### src/rtl/vend_pkg.sv
// Shared encodings for the vending controller: coin codes, return-coin codes,
// nickel values and the controller state encoding.
package vend_pkg;

  typedef enum logic [2:0] {
    COIN_NICKEL  = 3'd0,
    COIN_DIME    = 3'd1,
    COIN_QUARTER = 3'd2,
    COIN_FIFTY   = 3'd3,
    COIN_DOLLAR  = 3'd4,
    COIN_FIVE    = 3'd5
  } coin_type_e;

  typedef enum logic [1:0] {
    RET_NICKEL  = 2'd0,
    RET_DIME    = 2'd1,
    RET_QUARTER = 2'd2,
    RET_DOLLAR  = 2'd3
  } ret_coin_e;

  typedef enum logic [1:0] {
    ST_IDLE   = 2'd0,
    ST_CREDIT = 2'd1,
    ST_CHANGE = 2'd2
  } state_e;

  localparam int unsigned VAL_NICKEL  = 1;
  localparam int unsigned VAL_DIME    = 2;
  localparam int unsigned VAL_QUARTER = 5;
  localparam int unsigned VAL_FIFTY   = 10;
  localparam int unsigned VAL_DOLLAR  = 20;
  localparam int unsigned VAL_FIVE    = 100;

  function automatic logic coin_legal(input logic [2:0] t);
    return t <= 3'd5;
  endfunction

  function automatic logic [6:0] coin_value(input logic [2:0] t);
    case (t)
      COIN_NICKEL:  return 7'(VAL_NICKEL);
      COIN_DIME:    return 7'(VAL_DIME);
      COIN_QUARTER: return 7'(VAL_QUARTER);
      COIN_FIFTY:   return 7'(VAL_FIFTY);
      COIN_DOLLAR:  return 7'(VAL_DOLLAR);
      COIN_FIVE:    return 7'(VAL_FIVE);
      default:      return 7'd0;
    endcase
  endfunction

endpackage

### src/rtl/change_dispenser.sv
// Holds outstanding change and pays it out greedily, one coin per accepted handshake.
// done_o pulses on the handshake that empties the register.
module change_dispenser
  import vend_pkg::*;
#(
  parameter int unsigned W = 8
) (
  input  logic         clk,
  input  logic         rst,
  input  logic         load_i,
  input  logic [W-1:0] amount_i,
  input  logic         ret_ready_i,
  output logic         ret_valid_o,
  output logic [1:0]   ret_coin_o,
  output logic         done_o
);

  logic [W-1:0] change_q, change_d, coin_val;

  always_comb begin
    ret_coin_o = RET_NICKEL;
    coin_val   = W'(VAL_NICKEL);
    if (change_q >= W'(VAL_DOLLAR)) begin
      ret_coin_o = RET_DOLLAR;
      coin_val   = W'(VAL_DOLLAR);
    end else if (change_q >= W'(VAL_QUARTER)) begin
      ret_coin_o = RET_QUARTER;
      coin_val   = W'(VAL_QUARTER);
    end else if (change_q >= W'(VAL_DIME)) begin
      ret_coin_o = RET_DIME;
      coin_val   = W'(VAL_DIME);
    end

    ret_valid_o = change_q != '0;
    done_o      = ret_valid_o && ret_ready_i && (change_q == coin_val);

    change_d = change_q;
    if (load_i) begin
      change_d = amount_i;
    end else if (ret_valid_o && ret_ready_i) begin
      change_d = change_q - coin_val;
    end
  end

  always_ff @(posedge clk or posedge rst) begin
    if (rst) begin
      change_q <= '0;
    end else begin
      change_q <= change_d;
    end
  end

endmodule

### src/rtl/vend_controller.sv
// Vending controller: per-slot price/stock tables, credit accumulation and selection.
// Change and refunds drain through change_dispenser one coin per cycle.
module vend_controller
  import vend_pkg::*;
#(
  parameter int unsigned NUM_SLOTS  = 9,
  parameter int unsigned PRICE_W    = 8,
  parameter int unsigned STOCK_W    = 4,
  parameter int unsigned MAX_CREDIT = 100,
  parameter logic [NUM_SLOTS*PRICE_W-1:0] INIT_PRICE = '0,
  parameter logic [STOCK_W-1:0]           INIT_STOCK = '0
) (
  input  logic                         clk,
  input  logic                         rst,
  input  logic                         coin_valid,
  input  logic [2:0]                   coin_type,
  output logic                         coin_ready,
  input  logic                         sel_valid,
  input  logic [$clog2(NUM_SLOTS)-1:0] sel_idx,
  input  logic                         cancel,
  input  logic                         cfg_we,
  input  logic [$clog2(NUM_SLOTS)-1:0] cfg_idx,
  input  logic [PRICE_W-1:0]           cfg_price,
  input  logic [STOCK_W-1:0]           cfg_stock,
  output logic                         cfg_err,
  output logic                         vend_valid,
  output logic [$clog2(NUM_SLOTS)-1:0] vend_idx,
  output logic                         sel_denied,
  output logic                         ret_valid,
  output logic [1:0]                   ret_coin,
  input  logic                         ret_ready,
  output logic [PRICE_W-1:0]           credit,
  output logic [NUM_SLOTS-1:0]         green_led,
  output logic [NUM_SLOTS-1:0]         red_led
);

  localparam int unsigned IDX_W = $clog2(NUM_SLOTS);

  state_e             state_q, state_d;
  logic [PRICE_W-1:0] credit_q, credit_d;
  logic [PRICE_W-1:0] price_q [NUM_SLOTS];
  logic [PRICE_W-1:0] price_d [NUM_SLOTS];
  logic [STOCK_W-1:0] stock_q [NUM_SLOTS];
  logic [STOCK_W-1:0] stock_d [NUM_SLOTS];
  logic               vend_valid_q, vend_valid_d;
  logic               sel_denied_q, sel_denied_d;
  logic               cfg_err_q, cfg_err_d;
  logic [IDX_W-1:0]   vend_idx_q, vend_idx_d;

  logic               chg_load, chg_done;
  logic [PRICE_W-1:0] chg_amount, coin_val, sel_price;
  logic [STOCK_W-1:0] sel_stock;
  logic [PRICE_W:0]   credit_sum;
  logic               sel_hit, sel_ok, cfg_hit;

  // Index decode by comparison so out-of-range indices never touch the tables.
  always_comb begin
    sel_hit   = 1'b0;
    cfg_hit   = 1'b0;
    sel_price = '0;
    sel_stock = '0;
    for (int i = 0; i < NUM_SLOTS; i++) begin
      if (sel_idx == IDX_W'(i)) begin
        sel_hit   = 1'b1;
        sel_price = price_q[i];
        sel_stock = stock_q[i];
      end
      if (cfg_idx == IDX_W'(i)) cfg_hit = 1'b1;
    end
    sel_ok     = sel_hit && (sel_price != '0) && (sel_stock != '0) && (credit_q >= sel_price);
    coin_val   = PRICE_W'(coin_value(coin_type));
    credit_sum = {1'b0, credit_q} + {1'b0, coin_val};
    coin_ready = (state_q != ST_CHANGE) && !cancel && !sel_valid;
  end

  always_comb begin
    state_d      = state_q;
    credit_d     = credit_q;
    price_d      = price_q;
    stock_d      = stock_q;
    vend_valid_d = 1'b0;
    vend_idx_d   = vend_idx_q;
    sel_denied_d = 1'b0;
    cfg_err_d    = 1'b0;
    chg_load     = 1'b0;
    chg_amount   = '0;

    case (state_q)
      ST_IDLE, ST_CREDIT: begin
        if (cancel) begin
          if (state_q == ST_CREDIT) begin
            chg_load   = 1'b1;
            chg_amount = credit_q;
            credit_d   = '0;
            state_d    = ST_CHANGE;
          end
        end else if (sel_valid) begin
          if (sel_ok) begin
            vend_valid_d = 1'b1;
            vend_idx_d   = sel_idx;
            credit_d     = '0;
            for (int i = 0; i < NUM_SLOTS; i++) begin
              if (sel_idx == IDX_W'(i) && stock_q[i] != '0) stock_d[i] = stock_q[i] - STOCK_W'(1);
            end
            if (credit_q != sel_price) begin
              chg_load   = 1'b1;
              chg_amount = credit_q - sel_price;
              state_d    = ST_CHANGE;
            end else begin
              state_d = ST_IDLE;
            end
          end else begin
            sel_denied_d = 1'b1;
          end
        end else if (coin_valid && coin_legal(coin_type)) begin
          if (credit_sum <= (PRICE_W+1)'(MAX_CREDIT)) begin
            credit_d = credit_sum[PRICE_W-1:0];
            state_d  = ST_CREDIT;
          end else begin
            chg_load   = 1'b1;
            chg_amount = coin_val;
            state_d    = ST_CHANGE;
          end
        end
      end
      ST_CHANGE: begin
        if (chg_done) state_d = (credit_q != '0) ? ST_CREDIT : ST_IDLE;
      end
      default: state_d = ST_IDLE;
    endcase

    if (cfg_we) begin
      if (state_q == ST_IDLE && cfg_hit) begin
        for (int i = 0; i < NUM_SLOTS; i++) begin
          if (cfg_idx == IDX_W'(i)) begin
            price_d[i] = cfg_price;
            stock_d[i] = cfg_stock;
          end
        end
      end else begin
        cfg_err_d = 1'b1;
      end
    end
  end

  always_ff @(posedge clk or posedge rst) begin
    if (rst) begin
      state_q      <= ST_IDLE;
      credit_q     <= '0;
      vend_valid_q <= 1'b0;
      vend_idx_q   <= '0;
      sel_denied_q <= 1'b0;
      cfg_err_q    <= 1'b0;
      for (int i = 0; i < NUM_SLOTS; i++) begin
        price_q[i] <= INIT_PRICE[i*PRICE_W +: PRICE_W];
        stock_q[i] <= INIT_STOCK;
      end
    end else begin
      state_q      <= state_d;
      credit_q     <= credit_d;
      vend_valid_q <= vend_valid_d;
      vend_idx_q   <= vend_idx_d;
      sel_denied_q <= sel_denied_d;
      cfg_err_q    <= cfg_err_d;
      price_q      <= price_d;
      stock_q      <= stock_d;
    end
  end

  change_dispenser #(.W(PRICE_W)) u_change (
    .clk         (clk),
    .rst         (rst),
    .load_i      (chg_load),
    .amount_i    (chg_amount),
    .ret_ready_i (ret_ready),
    .ret_valid_o (ret_valid),
    .ret_coin_o  (ret_coin),
    .done_o      (chg_done)
  );

  always_comb begin
    green_led = '0;
    red_led   = '0;
    for (int i = 0; i < NUM_SLOTS; i++) begin
      red_led[i]   = (price_q[i] == '0) || (stock_q[i] == '0);
      green_led[i] = !red_led[i] && (credit_q >= price_q[i]);
    end
  end

  assign credit     = credit_q;
  assign vend_valid = vend_valid_q;
  assign vend_idx   = vend_idx_q;
  assign sel_denied = sel_denied_q;
  assign cfg_err    = cfg_err_q;

endmodule
### config.mk
export PLATFORM = sky130hd
export DESIGN_NAME = vend_controller
export DESIGN_NICKNAME = d
export VERILOG_FILES = /design/src/rtl/vend_pkg.sv /design/src/rtl/change_dispenser.sv /design/src/rtl/vend_controller.sv
export SDC_FILE = /design/constraint.sdc
export NUM_CORES = 1
export LEC_CHECK = 0
export CAP_MARGIN = 30
export CORE_ASPECT_RATIO = 1.25
export CORE_UTILIZATION = 45
export CTS_CLUSTER_SIZE = 20
export DETAILED_ROUTE_END_ITERATION = 8
export HOLD_SLACK_MARGIN = 0.03
export PLACE_DENSITY = 0.66
export SYNTH_ARGS = -nofsm -noshare
export SYNTH_HDL_FRONTEND = slang
export SYNTH_SLANG_ARGS = --single-unit
### constraint.sdc
create_clock -name clk -period 5.59 [get_ports clk]
set_input_delay 1.118 -clock clk [delete_from_list [all_inputs] [get_ports clk]]
set_output_delay 1.118 -clock clk [all_outputs]
set_load 0.02 [all_outputs]
Word level (Yosys, flattened, before mapping)

Cells that the tools add are included.

Multiplexer cells: 111
Bitwise operators: 1
Equal/unequal tests: 32
Order comparisons: 15
Reductions and logical operators: 98
Add/sub/neg operators: 12

Operators by type and width:

| kind                                                 | number |
|---|---|
| two-way mux 36 bit                                   | 6 |
| two-way mux 8 bit                                    | 25 |
| two-way mux 4 bit                                    | 27 |
| greater-or-equal comparator 8 bit                    | 10 |
| logical NOT 8 bit                                    | 9 |
| logical NOT 4 bit                                    | 11 |
| one-hot mux 7 bit (6 select lines)                   | 1 |
| nonzero test 4 bit                                   | 10 |
| two-way mux 1 bit                                    | 38 |
| subtractor 4 x 1 -> 4 bit (second input constant)    | 9 |
| equality test 4 x 3 -> 1 bit (second input constant) | 8 |
| logical AND 1 bit                                    | 27 |
| AND reduction 3 bit                                  | 9 |
| nonzero test 8 bit                                   | 3 |
| two-way mux 2 bit                                    | 11 |
| equality test 4 x 2 -> 1 bit (second input constant) | 4 |
| subtractor 8 bit                                     | 2 |
| two-way mux 7 bit                                    | 2 |
| logical NOT 1 bit                                    | 11 |
| adder 8 x 7 -> 9 bit                                 | 1 |
| <= comparator 9 x 7 -> 1 bit (second input constant) | 1 |
| logical OR 1 bit                                     | 9 |
| equality test 4 x 1 -> 1 bit (second input constant) | 2 |
| equality test 4 bit (second input constant)          | 2 |
| 25 further kinds                                     | 31 |

Input bits: 30
Logic and storage cells: 294
Output and inout port bits: 37
Bits in registers: 133

Longest topological paths before layout

Word-level depth: 21
Mapped depth: 19
Mapped depth without buffers: 16

Hierarchy

A second synthesis with hierarchy kept.

Cell total of the unflattened synthesis: 1177
Area, all modules: 10208.5 sq um

Modules (own cells, without submodules):

| module           | times used | seq. area each (sq um) | area an instance (sq um) | cells each |
|---|---|---|---|---|
| vend_controller  | 1          | 3128.0                 | 9479.1                   | 1094 |
| change_dispenser | 1          | 200.2                  | 729.4                    | 83 |

Worst setup path before layout

OpenSTA, ideal clock, no wires.

Kind: input port to flip-flop
From: input port sel_idx[1]
To: register u_change.change_q[1]
Slack: 1031 ps
Setup time: 125 ps
Path buffers: 1
Cell stages on the path: 15
Required time: 5465 ps
Arrival time: 4434 ps
Cell sequence: buf_6 -> or3_1 -> o221a_1 -> o311ai_1 -> inv_1 -> ha_1 -> nand4_1 -> or2_2 -> inv_1 -> o31a_1 -> o21ai_0 -> a21oi_4 -> nand3_2 -> a211oi_4 -> mux2_2

Longest elaborated chain between the ends: 19
Elaborated cells between the ends (all ways): 56
Those cells by class: 1 x add/sub; 1 x order compare; 9 x eq/ne; 38 x mux; 7 x reduce/logical

Ends and longest elaborated chain:

| item                                                      | line                   | source |
|---|---|---|
| start: declaration                                        | vend_controller.sv:19  | `input logic [$clog2(NUM_SLOTS)-1:0] sel_idx,` |
| branches (longest 19 deep; another with subtractor 8 bit) | --                     |  |
| end signal: assignment                                    | change_dispenser.sv:49 | `change_q <= change_d;` |
| end: declaration                                          | change_dispenser.sv:18 | `logic [W-1:0] change_q, change_d, coin_val;` |

Parallel ways; which one is timed is not known.
A chain may end at the register's enable or synchronous reset.

==> impl_metrics.toml <==
[status]
status = "finished clean"

[synth]
synthArstFlopShare_pct = 100.0
syn_inst = 1136
synth_seq_area_share_pct = 33.35
syn-num-nets = 1269
avgSynthCellArea_sq_um = 8.785
synth_edf_count = 0
ys_warn_count = 0
synth-seq-cells = 133
synth_cell_type_count = 80
ys.flop_type = "dfrtp_1"
synthesis.area_sq_um = 9980

[worst_hold_path]
hold_path.class = "reg2reg"

[routing]
antenna_left = 0
first_iter_violations = 595
vias_per_cell = 5.897
route.detailed.drc = 0
routedWlPerCell_um = 20.76
wl_mm = 30.85
drt_pass1_iterations = 5
dr_total_vias = 8763

[sta]
worst_pin_slew_ns = 0.9829
hold_violations = 0
fin_tns_setup_ns = 0
fin_crit_sh_pct = 90.59
setup_violations = 0
period_minus_slack_ns = 5.064
clock_skew_ns = 0.01231
report.final.slew_viol_count = 0
rsz0062_at_grt = "no"
relSlewSlack_pct = 34.47
max_freq_ghz = 0.1975
whs_ns = 0.5007

[placed_design]
dpl.hpwl_mm = 22.31
gp_congestion = 0.9263
io_buffer_count = 66
post_dp_cell_area_sq_um = 10940

[floorplan]
rows = 60
io_pins = 67
chipHeight_um = 168.5
start_util_pct = 46.16
core_sq_um = 21620
die_w_um = 135.2
die_area_sq_um = 22780

[finish]
syn_to_final_growth_pct = 15.60
num_antenna_cells = 0
finish.utilization_pct = 53.36
drive_gt1_share_pct = 10.44
finish.instance_area_sq_um = 11540
nets = 1328

[pwr]
leakagePower_uw = 0.005328
combPwrFrac_pct = 45.7
switching_power_uw = 2329
powerDensity_nw_per_um2 = 482.3
ir_drop_mv = 0.2561
swShare_pct = 41.86
p_total_uw = 5564
pwr-share-seq_pct = 34.2
p_int_uw = 3235
pwr-share-clk_pct = 20.1

[clock_tree]
root_buffer = "clkbuf_16"
cts-resized-gates = 0
post_cts_buffers = 0
clock_latency_ns = 0.43
clock_sinks = 133
cts_buffer_depth = 2
h-tree-depth = 4
ctsHoldBuffers = 0
clk_pin_slew_ns = 0.06
cts_tree = "done"
tritoncts.num_buffers = 17

[global_routing]
use_met2_pct = 48.29
antenna_found_initial = 0
grt_pass1_wl_mm = 47.88
top_usage_layer = "met2"
use_met1_pct = 34.03
grt-ovfl-total = 0
grt_usage_pct = 28.00
first_global_vias = 8476
use_met3_pct = 3.923
grt_max_degree = 103

[worst_setup_path]
critPathKind = "in2reg"
path_buf_inv = 5
path_max_fanout = 38
crit_path_end_kind = "flop"
worstPathArrival_ns = 5.38
required_ns = 5.91
critical-path-top-delay-family = "compound AO/OA/AOI/OAI gates"
critPathLaunchType = "primary input"
critPathMaxStageDelay_ns = 0.47
crit_top_cell = "inv_1"
cp_slowest_cell = "o311ai_1"
worstPathCellList = "clkdlybuf4s50_1 -> buf_12 -> or3_1 -> o221a_1 -> o311ai_1 -> inv_1 -> ha_1 -> nand4_1 -> or2_2 -> inv_1 -> o31a_1 -> o21ai_0 -> a21oi_4 -> buf_4 -> nand4b_1 -> mux2i_1 -> mux2_2"

[job]
drv_cap = 0
[final cells by class]
| cell class | count | area (sq um) |
|---|---|---|
| Fill cell | 2016 | 10080 |
| Multi-Input combinational cell | 839 | 5974 |
| Sequential cell | 133 | 3328 |
| Timing Repair Buffer | 92 | 887.1 |
| Clock buffer | 19 | 442.9 |
| Inverter | 112 | 425.4 |
| Tap cell | 279 | 349.1 |
| Clock inverter | 12 | 128.9 |
[per-layer routing]
layer  up-vias  routed length, um
li1       4153                  -
met1      4233              12680
met2       296              15300
met3        81               1493
met4         0               1381
met5         -                  0
[layout by cell type, fill, tap and decap left out, drive strengths merged, types with 6 or more instances in the layout]
cell and n:
xor2 8, nand2b 31, inv 114, clkbuf 19, clkdlybuf4s50 65, o21a 7
or2 7, or4 10, a211oi 15, xnor2 16, o22ai 6, o211ai 6
nor2 87, nor4 15, mux2 49, a21oi 48, a22o 9, nor3b 11
nand3 15, a41o 8, buf 27, clkinv 8, dfrtp 133, nand2 104
mux2i 24, nor2b 34, a22oi 7, ha 100, o21ai 100, or3 6
nand4 12, nor3 16, o221ai 8
[worst reg2reg max path, cell delays in order (launching register included)]
cell	delay, ns
dfrtp_1	0.75
fa_1	0.62
a211o_1	0.33
a31o_2	0.24
a21oi_1	0.24
xor2_1	0.10
o31ai_1	0.48
nor3b_1	0.34
nor2_1	0.13
a211oi_4	0.42
mux2_2	0.38
[path summary, 6_finish.rpt]
check	startpoint	to	slack, ns	cells past startpoint
worst max-delay path	sel_idx[1]	stock_q[21]$_DFF_PP0_	0.53	17
worst min-delay path	vend_idx[1]$_DFFE_PP0P_	vend_idx[1]$_DFFE_PP0P_	0.50	2
worst max register to register	credit[1]$_DFFE_PP0P_	u_change.change_q[2]$_DFFE_PP0P_	1.45	10
worst min register to register	vend_idx[1]$_DFFE_PP0P_	vend_idx[1]$_DFFE_PP0P_	0.50	2
max in group asynchronous	rst	stock_q[0]$_DFF_PP0_	3.39	4
min in group asynchronous	rst	price_q[34]$_DFFE_PP0P_	1.01	2
[kinds of logic after synthesis]
logic type                 share of synthesized area (%)
muxes                                              7.936
DFF                                                33.35
xor gates and xnor gates                           2.106
buffers and inverters                              6.883
and+or+nand+nor                                    18.76
AOI/OAI and AO/OA                                  17.83
adders and majority gates                          13.14
[metrics by stage]
stage / cells / worst slack, ns
finish: 1486 / 0.5262
global route: 1486 / 0.2665
CTS: 1485 / 0.5588
detailed placement: 1454 / 0.1236
global placement: 1453 / 0.1441
floorplan: 1136 / 0.9176
[power groups by stage]
stage	combinational, uW	sequential [uW]	clock (uW)
after global placement	2470	1890	0
after global routing	2850	1950	1170
final	2540	1900	1120
after CTS	2550	1890	1130
after detailed placement	2530	1900	0
after floorplan	1810	1720	0
[cell usage after synthesis (4+ instances only)]
master,instances,area share (%)
dfrtp_1,133,33
nand3_1,14,0.70
xor2_1,8,0.70
mux2_2,49,5.5
a2bb2oi_1,4,0.35
nor3b_1,11,0.83
a31oi_1,5,0.31
nand2b_1,31,1.9
ha_1,100,13
o21ai_0,100,5.0
o221ai_1,8,0.70
a22o_1,9,0.79
nor3_1,16,0.80
clkbuf_2,9,0.45
and2_1,4,0.25
nor2b_1,34,2.1
nand2_1,104,3.9
clkbuf_1,23,0.87
o21a_1,7,0.53
nor2_1,87,3.3
a41o_1,8,0.80
xnor2_1,16,1.4
a21oi_1,47,2.4
nand4_1,12,0.75
o31ai_1,4,0.30
o22ai_1,5,0.31
nor4_1,14,0.88
a22oi_1,7,0.53
mux2i_1,24,2.4
or3_1,6,0.38
inv_1,112,4.2
a211oi_1,14,1.1
buf_6,5,0.56
or4_1,10,0.75
or2_2,7,0.44
buf_2,9,0.45
o211ai_1,6,0.45
[sequential cells by signal, indices dropped and copies added (netlist names)]
| register | flops |
|---|---|
| cfg_err | 1 |
| credit | 8 |
| price_q | 72 |
| sel_denied | 1 |
| state_q | 2 |
| stock_q | 36 |
| u_change.change_q | 8 |
| vend_idx | 4 |
| vend_valid | 1 |
(Power assumes the default switching activity.)
